**config.mk**
```make
export PLATFORM = sky130hd
export DESIGN_NAME = lsu
export DESIGN_NICKNAME = d
export VERILOG_FILES = /design/src/rtl/lsu.sv
export SDC_FILE = /design/constraint.sdc
export NUM_CORES = 1
export LEC_CHECK = 0
export ABC_AREA = 1
export CORE_UTILIZATION = 45
export DETAILED_ROUTE_END_ITERATION = 12
export DONT_BUFFER_PORTS = 1
export PLACE_DENSITY = 0.59
export SKIP_CTS_REPAIR_TIMING = 1
export SLEW_MARGIN = 30
export SYNTH_ARGS = -nofsm -noshare
export SYNTH_HDL_FRONTEND = slang
export SYNTH_SLANG_ARGS = --single-unit
export TNS_END_PERCENT = 50
```
**constraint.sdc**
```tcl
create_clock -name clk -period 1.8 [get_ports clk]
set_input_delay 0.18 -clock clk [delete_from_list [all_inputs] [get_ports clk]]
set_output_delay 0.18 -clock clk [all_outputs]
set_load 0.01 [all_outputs]
```
**src/rtl/lsu.sv**
```systemverilog
// Load/store unit in front of a synchronous word memory with no byte enables.
// Sub-word stores are read-modify-write; each request returns one response pulse.
module lsu #(
   parameter int unsigned MEM_SIZE = 256
) (
   input  logic        clk,
   input  logic        rst_n,
   input  logic        req_valid,
   output logic        req_ready,
   input  logic        req_we,
   input  logic [1:0]  req_size,
   input  logic        req_unsigned,
   input  logic [31:0] req_addr,
   input  logic [31:0] req_wdata,
   output logic        rsp_valid,
   output logic [31:0] rsp_rdata,
   output logic        rsp_err,
   output logic [31:0] mem_addr,
   output logic [31:0] mem_wr_data,
   output logic        mem_we,
   output logic        mem_re,
   input  logic [31:0] mem_rd_data
);

   typedef enum logic [2:0] {StIdle, StRd, StMrg, StWr, StRsp} state_e;

   state_e      r_state;
   state_e      w_state_nxt;
   logic        r_we;
   logic [1:0]  r_size;
   logic        r_uns;
   logic [1:0]  r_lane;
   logic [15:0] r_wdata;
   logic [31:0] r_addr;
   logic [31:0] r_wr_data;
   logic [31:0] r_rdata;
   logic        r_err;

   logic        w_accept;
   logic        w_err;
   logic [31:0] w_idx;
   logic [7:0]  w_byte;
   logic [15:0] w_half;
   logic [31:0] w_ext;
   logic [31:0] w_merged;

   assign w_accept = req_valid && (r_state == StIdle);
   assign w_idx    = {2'b00, req_addr[31:2]};

   always_comb begin
      w_err = 1'b0;
      unique case (req_size)
         2'b00:   w_err = 1'b0;
         2'b01:   w_err = req_addr[0];
         2'b10:   w_err = (req_addr[1:0] != 2'b00);
         default: w_err = 1'b1;
      endcase
      if (w_idx >= MEM_SIZE) w_err = 1'b1;
   end

   assign w_byte = mem_rd_data[{r_lane, 3'b000} +: 8];
   assign w_half = r_lane[1] ? mem_rd_data[31:16] : mem_rd_data[15:0];

   // Load extension and store merge both work on the word read back in MRG.
   always_comb begin
      w_ext    = mem_rd_data;
      w_merged = mem_rd_data;
      if (r_size == 2'b00) begin
         w_ext = {{24{w_byte[7] & ~r_uns}}, w_byte};
         w_merged[{r_lane, 3'b000} +: 8] = r_wdata[7:0];
      end else if (r_size == 2'b01) begin
         w_ext = {{16{w_half[15] & ~r_uns}}, w_half};
         if (r_lane[1]) w_merged[31:16] = r_wdata;
         else           w_merged[15:0]  = r_wdata;
      end
   end

   always_comb begin
      w_state_nxt = r_state;
      unique case (r_state)
         StIdle: begin
            if (req_valid) begin
               if (w_err)                             w_state_nxt = StRsp;
               else if (req_we && req_size == 2'b10)  w_state_nxt = StWr;
               else                                   w_state_nxt = StRd;
            end
         end
         StRd:    w_state_nxt = StMrg;
         StMrg:   w_state_nxt = r_we ? StWr : StRsp;
         StWr:    w_state_nxt = StRsp;
         StRsp:   w_state_nxt = StIdle;
         default: w_state_nxt = StIdle;
      endcase
   end

   always_ff @(posedge clk or negedge rst_n) begin
      if (!rst_n) begin
         r_state   <= StIdle;
         r_we      <= 1'b0;
         r_size    <= 2'b00;
         r_uns     <= 1'b0;
         r_lane    <= 2'b00;
         r_wdata   <= 16'd0;
         r_addr    <= 32'd0;
         r_wr_data <= 32'd0;
         r_rdata   <= 32'd0;
         r_err     <= 1'b0;
      end else begin
         r_state <= w_state_nxt;
         if (w_accept) begin
            r_we    <= req_we;
            r_size  <= req_size;
            r_uns   <= req_unsigned;
            r_lane  <= req_addr[1:0];
            r_wdata <= req_wdata[15:0];
            r_err   <= w_err;
            r_rdata <= 32'd0;
            if (!w_err) r_addr <= w_idx;
            if (!w_err && req_we && req_size == 2'b10) r_wr_data <= req_wdata;
         end
         if (r_state == StMrg) begin
            if (r_we) r_wr_data <= w_merged;
            else      r_rdata   <= w_ext;
         end
      end
   end

   assign req_ready   = (r_state == StIdle);
   assign rsp_valid   = (r_state == StRsp);
   assign rsp_rdata   = r_rdata;
   assign rsp_err     = r_err;
   assign mem_addr    = r_addr;
   assign mem_wr_data = r_wr_data;
   assign mem_we      = (r_state == StWr);
   assign mem_re      = (r_state == StRd);

endmodule

```
Word level (Yosys, flattened, before mapping)
Cells that the tools add are included.

word-level totals
  flip-flop bits (word level) = 120
  bits of input ports = 103
  word-level logic and storage cells = 59
  output and inout port bits = 101

cells by class
  mux-type cells = 22
  bitwise logic cells = 4
  shifts and indexed selects = 3
  $lt $le $gt $ge = 1
  reductions and logical operators = 10
  equal/unequal tests = 8
  $add $sub $neg = 1

operator list
  operator                                                             count
  2-to-1 mux 32 bit                                                    11
  2-to-1 mux 16 bit                                                    3
  bitwise mux 32 bit                                                   1
  variable shift 8 x 7 -> 32 bit (first input constant)                1
  variable part select 32 x 6 -> 8 bit                                 1
  variable part select 8 x 7 -> 32 bit                                 1
  greater-or-equal comparator 30 x 9 -> 1 bit (second input constant)  1
  case mux 3 bit (4 select lines)                                      1
  2-to-1 mux 3 bit                                                     3
  negator 5 -> 7 bit                                                   1
  equality test 3 x 2 -> 1 bit (second input constant)                 2
  equality test 2 x 1 -> 1 bit (second input constant)                 2
  logical AND 1 bit                                                    4
  zero test 2 bit                                                      2
  equality test 3 x 1 -> 1 bit (second input constant)                 1
  equality test 3 bit (second input constant)                          1
  zero test 3 bit                                                      1
  case mux 1 bit (3 select lines)                                      1
  bitwise AND 1 bit                                                    2
  equality test 2 bit (second input constant)                          1
  2-to-1 mux 2 bit                                                     1
  inequality test 2 bit (second input constant)                        1
  NOT 1 bit                                                            2
  AND reduction 2 bit                                                  1
  other kinds (3)                                                      3

Depth between registers and ports, before layout
Gate-level depths: netlist of the first run.

  depth in word-level cells = 10
  gate-level depth with buffers = 12

Worst setup path before layout of the first run
Ideal clock, no wire load.

  path type = register -> register
  start point = reg r_lane[0]
  end point = reg r_wr_data[16] (netlist: mem_wr_data[16])
  cell stages (with the launch flop) = 12
  path slack = -0.145 ns
  clock period less this slack = 1.945 ns
  data required time = 1.687 ns
  buffers on the path = 4
  arrival time = 1.832 ns
  cells stage by stage = dfrtp_1 -> buf_4 -> inv_1 -> buf_2 -> buf_2 -> ha_1 -> clkbuf_1 -> nor3_1 -> o21ai_0 -> nand3_1 -> nand2_1 -> inv_1

on the way
  longest elaborated chain between the ends = 6
  elaborated cells on any way between the ends = 7
  classes of those cells = add/sub (1); shift (2); mux (4)

RTL lines
  what                                                                                           RTL line  source
  from (decl)                                                                                    32        logic [1:0] r_lane;
  from (signal assigned)                                                                         114       r_lane <= req_addr[1:0];
  negator 5 -> 7 bit (*)                                                                         70        w_merged[{r_lane, 3'b000} +: 8] = r_wdata[7:0];
  variable part select 8 x 7 -> 32 bit / variable shift 8 x 7 -> 32 bit (equally long branches)  70
  bitwise mux 32 bit (*)                                                                         70
  2-to-1 mux 32 bit (*)                                                                          68        if (r_size == 2'b00) begin
  2-to-1 mux 32 bit (*)                                                                          122       if (r_we) r_wr_data <= w_merged;
  2-to-1 mux 32 bit (*)                                                                          121       if (r_state == StMrg) begin
  to (signal assigned)                                                                           119       if (!w_err && req_we && req_size == 2'b10) r_wr_data <= req_wdata;
  to (signal assigned)                                                                           122
  to (decl)                                                                                      35        logic [31:0] r_wr_data;

Every way passes the cells marked *; elsewhere a longest branch is shown, timed or not.
A chain may end at the register's enable or synchronous reset.

Final worst setup path of the first run
  start point = reg r_state[1]
  end point = reg r_wr_data[0] (netlist: mem_wr_data[0])

on the way
  longest elaborated chain between the ends = 5
  elaborated cells on any way between the ends = 6
  classes of those cells = eq/ne (1); mux (3); reduce/logical (2)

RTL lines
  what                    RTL line  source
  from (decl)             27        state_e r_state;
  from (signal assigned)  98        r_state <= StIdle;
  from (signal assigned)  109       r_state <= w_state_nxt;
  zero test 3 bit         47        assign w_accept = req_valid && (r_state == StIdle);
  logical AND 1 bit       47
  2-to-1 mux 32 bit       110       if (w_accept) begin
  2-to-1 mux 32 bit       122
  2-to-1 mux 32 bit (*)   121

Marked as above.

==> run metrics, run 1 <==
Setup Skew 0.00714 ns; port bufs 0; final core occ 54.4%; Synth Area in Adders less than 1%; worst rel slew slack between 50% and 60%; fin crit share between 90% and 100%; TritonCTS Buffers 17; Max Cap Viol 0; smallest hold slack -0.549 ns; Remaining DRCs 0; Clock transition at path regs approximately 0.06 ns; Via density roughly 5.6; post-synthesis compound-gate area fraction about 17%; Worst Tran Pin Value about 0.7 ns; crit path kind flop to flop; Core Box Area ~0.015 sq mm; Layout Nets about 1100; multiplexer share of the synthesized area less than 1%; final hold viol count between 100 and 150; Reg2Reg Setup Slack a little under 0.08 ns; Setup TNS Final 0 ns; worst path required time ~2.2 ns; first-pass GRT wire length between 30000 and 40000 um; power after layout roughly 0.011 W; WL/cell 18.5 um; PwrDens 1340 mW/mm^2; GRT Util Overall between 20% and 30%; clock tree buffer depth 2; CTS Sinks 120; Synth Cell Area ~0.007 sq mm; Max Clk Rate between 500 and 600 MHz; Die W around 130 um; drt first-iter violations between 700 and 800; GP Congestion slightly above 0.9; CTS tree done; Crit. End Element flop; Starting Density 46.3%; RSZ-0062 raised after global routing true; number of I/O pins approximately 200; Worst setup SP type flop; ANT cells 0; HP Class input port to asynchronous set/reset pin; dpl ws about 0.12 ns; vias post-DR 6780; synthesis warning total 0; htree depth 4; Critical Path AT about 2.1 ns; largest family of logic cells by synthesized area simple AND/OR/NAND/NOR gates; clk_lat worst skew roughly 0.42 ns; final slew viol count 0; clock root buffer clkbuf_16; outcome complete, but fails checks; synthesized area per cell just over 7 sq um; Die Ht ~130 um; Synth cell types 34; Synth Register Bits 120; gr ovfl total 0; post-synthesis sequential area ratio a little over two fifths; ANT nets after route 0; Synth Area in Simple Gates 27.3%; failing checks hold timing; area grow syn2layout 17.5%; Synth Area in XOR/XNOR 0%; Final WS setup between 0.07 and 0.08 ns; WL final between 20000 and 25000 um; 1st-pass router iterations 5; Worst VDD drop between 600 and 700 uV; pin count of the biggest net entering global routing 121; layout cells sized above 1 under 10%; initial antenna violation count 0; Post-Syn Instances ~1000; die area 0.0162 sq mm; count of standard-cell rows 45; Leak Pwr 4.23 nW; vias in the first global route approximately 6000; final setup vio count 0; CP max FO 16; DP HPWL 15600 um; fin crit period about 1.7 ns
layer usage:
| layer | routed length [um] | vias to the layer above | track usage (%) |
|---|---|---|---|
| met5 | 0 | - | 0 |
| met4 | 448 | 0 | 7.49 |
| met3 | 1840 | 34 | 7.79 |
| met2 | 10200 | 284 | 42.3 |
| met1 | 10000 | 3200 | 38.9 |
| li1 | - | 3262 | - |
worst paths after layout:
| path | from | endpoint | depth (start not counted) |
|---|---|---|---|
| min in group clk | req_wdata[9] | r_wdata[9]$_DFFE_PN0P_ | 2 |
| worst max-delay path | r_state[1]$_DFFE_PN0P_ | mem_wr_data[0]$_DFF_PN0_ | 7 |
| worst max register to register | r_state[1]$_DFFE_PN0P_ | mem_wr_data[0]$_DFF_PN0_ | 7 |
| worst min register to register | r_wdata[11]$_DFFE_PN0P_ | r_wdata[11]$_DFFE_PN0P_ | 2 |
| max in group asynchronous | rst_n | mem_addr[11]$_DFFE_PN0P_ | 0 |
| worst min-delay path | rst_n | mem_addr[20]$_DFFE_PN0P_ | 0 |
state kept, by name, indices dropped and copies added, names as in the netlist:
signal,cells
r_state,3
r_lane,2
r_wdata,16
rsp_err,1
mem_wr_data,32
r_we,1
r_uns,1
mem_addr,30
rsp_rdata,32
r_size,2
power breakdown:
group          switching [W]  leakage (nW)  internal [W]
Combinational        0.00283          2.48       0.00148
Sequential          0.000366          1.47       0.00304
Clock                0.00126         0.279       0.00216
Total                0.00446          4.23       0.00668
stage by stage:
step                instance area, sq um  std cells
floorplan                           7090        976
global placement                    7370       1156
detailed placement                  7370       1156
CTS                                 7960       1187
global route                        8300       1219
finish                              8300       1219
cell type report:
cell class                 instances  area [sq um]
timing repair inverter             1          7.51
clock inverter                    12           154
clock buffer                      19           433
timing repair buffer              65           663
sequential                       120          3000
inverter                         140           529
tap                              211           264
fill                            1490          6960
multi-input combinational        651          3250
cells in the mapped netlist (all sizes together):
cell type	n	share of area, %
conb	1	0.053
nor3	11	0.78
o21ai	96	6.8
o221ai	10	1.2
o22ai	3	0.35
inv	140	7.4
o21a	1	0.11
buf	35	3.1
dfrtp	120	43
o41ai	2	0.25
nand2	232	13
or2	1	0.089
nand4	35	3.1
a22oi	9	0.96
clkbuf	31	1.6
o211ai	30	3.2
a21oi	54	3.8
nand3	97	7.1
nor2	60	3.7
mux2i	2	0.28
ha	5	0.89
placed cells by master, fill, tap and decap left out, drive strengths merged, types with 5 or more instances in the layout:
master and count:
dfrtp 120, clkbuf 19, nand2 232, buf 35, o21ai 96, dlygate4sd3 30, clkinv 6, nand3 98
nand4 35, nor3 11, o211ai 30, ha 5, nor2 60, inv 139, a22oi 9, o221ai 10
clkinvlp 5, a21oi 54
critical path, stage by stage, from the launching register on:
cell and delay, ns:
dfrtp_1 0.41, nor2_1 0.11, nand2_1 0.12, nor2_4 0.25
nand3_2 0.42, nand2_1 0.18, nand3_1 0.08, nand2_1 0.07
logic make-up (layout without fill, tap and decap cells):
kind of cell / count (synthesis) / in the layout
AO/OA/AOI/OAI: 205 / 205
adder cells (fa/ha/maj): 5 / 5
buffers and inverters: 206 / 237
flip-flops: 120 / 120
multiplexers: 2 / 2
other: 1 / 2
AND/OR/NAND/NOR: 436 / 437
No activity file was read; power rests on OpenSTA's default activity.
==> run 2: changes to the inputs <==
Settings changed: SLEW_MARGIN 30 to not set.
==> results of run 2 <==
Final layout, timing and power as in run 1 (identical DEF).
==> patch (flow settings as in run 2) <==
Encoding of `state_e`: now one-hot (5 bits for 5 states).
--- a/src/rtl/lsu.sv
+++ b/src/rtl/lsu.sv
@@ -22,7 +22,7 @@
    input  logic [31:0] mem_rd_data
 );
 
-   typedef enum logic [2:0] {StIdle, StRd, StMrg, StWr, StRsp} state_e;
+   typedef enum logic [4:0] {StIdle = 5'b00001, StRd = 5'b00010, StMrg = 5'b00100, StWr = 5'b01000, StRsp = 5'b10000} state_e;
 
    state_e      r_state;
    state_e      w_state_nxt;
Behaviour: no difference found for any inputs over 4 cycles, from zero or initial values and one cycle with rst_n low; so few cycles prove little.
==> patch against run 2 <==
The flow still finishes with violations (hold timing). Sequential share of layout area grew 0.065 points. Setup slack gained 0.0034 ns. Power shrank 2.3%. Routed wire length shrank 2.6%. Critical path depth grew 1. Largest cell class unchanged. Final area grew 1.6%. Highest routed layer unchanged. Synthesized area grew 0.51%. Sequential cell count grew 2. Die area grew 0.50%.
==> patch: results (changes against run 2) <==
Run status
  • Status: finished with violations
  • Failing checks: hold timing

Pwr
  • Total Power: 0.01089 W (-2.3%)
  • Power share of the clock group: 0.330 (+0.023)
  • Power share of the combinational group: 0.369 (-0.018)
  • VDD IR max: 807.0 uV (+18%)
  • Power Internal: 0.006681 W (about the same)
  • Pleak: 4.332 nW (+2.4%)

Synthesis
  • Register area share after synthesis: 0.4303 (+0.005053)
  • #FFs+latches synth: 122 (+1.7%)
  • Top cells by count, synth: nand2_1, inv_1, dfrtp_1
  • Synth top area cells: dfrtp_1, nand2_1, nand3_1

Placement
  • DP Area: 0.007457 mm^2 (+1.2%)
  • Dpl ws: 0.08999 ns (-0.03097 ns)

Setup path
  • Crit-path max cell delay: 0.46 ns (+0.04 ns)
  • Crit path capture: rsp_rdata[29]
  • Reg2Reg Depth: 8 (+1)
  • CP max stage cell: dfrtp_1

STA
  • Clock skew: 0.004658 ns (-0.002485 ns)
  • Slew at the pin closest to its max-slew limit: 0.6057 ns (-0.08764 ns)
  • Tmin final: 1.718 ns (-0.003358 ns)
  • Final Hold Fails: 136 (+11%)
  • Final hold slack: -0.5510 ns (-0.001646 ns)

Detailed routing
  • DRT Wirelength: 21.94 mm (-2.6%)
  • DRT iter0 DRCs: 649 (-13%)
  • Via Count: 6783 (+0.044%)

Layout
  • Multi-input gates: 655 (+0.61%)
  • Multi-input combinational area share: 0.3810 (-0.01019)
  • Nonclk buf count: 73 (+12%)
  • # clk buffers: 18 (-1)
  • Share of cells above drive strength 1: 0.09384 (+0.003564)
  • Non-Clock Buffer Area Fraction: 0.08979 (+0.009898)
  • Final nets: 1118 (+1.3%)

Global routing
  • Vias in the first global route: 5948 (-3.6%)
  • First-pass GRT wire length: 33.73 mm (-3.0%)
[patch: cell count changes after synthesis, moves of 4 or more]
| cell | before | now |
|---|---|---|
| nor2_1 | 55 | 44 |
| o211ai_1 | 30 | 7 |
| o221ai_1 | 10 | 23 |
| o21ai_1 | 6 | 2 |
| o21ai_0 | 90 | 95 |
| nand2_1 | 229 | 237 |
| a22oi_1 | 9 | 0 |
| buf_2 | 21 | 28 |
| a31oi_1 | 0 | 9 |
| nand3_1 | 95 | 118 |
[patch: kinds of logic (layout without fill, tap and decap cells)]
family	Yosys count	after routing	synth area share
AOI/OAI and AO/OA	193	193	0.1544
adders and majority gates	5	5	0.008814
buffers and inverters	213	246	0.1229
DFF	122	122	0.4303
other	1	2	0.0005283
and+or+nand+nor	455	455	0.2831
[patch: metal layers]
layer | up-vias | share of wire | global-route usage
met1 | 3228 | 0.46 | 0.3796
met3 | 17 | 0.077 | 0.07035
met2 | 235 | 0.45 | 0.4076
met5 | - | 0 | 0
li1 | 3303 | - | -
met4 | 0 | 0.011 | 0.08443
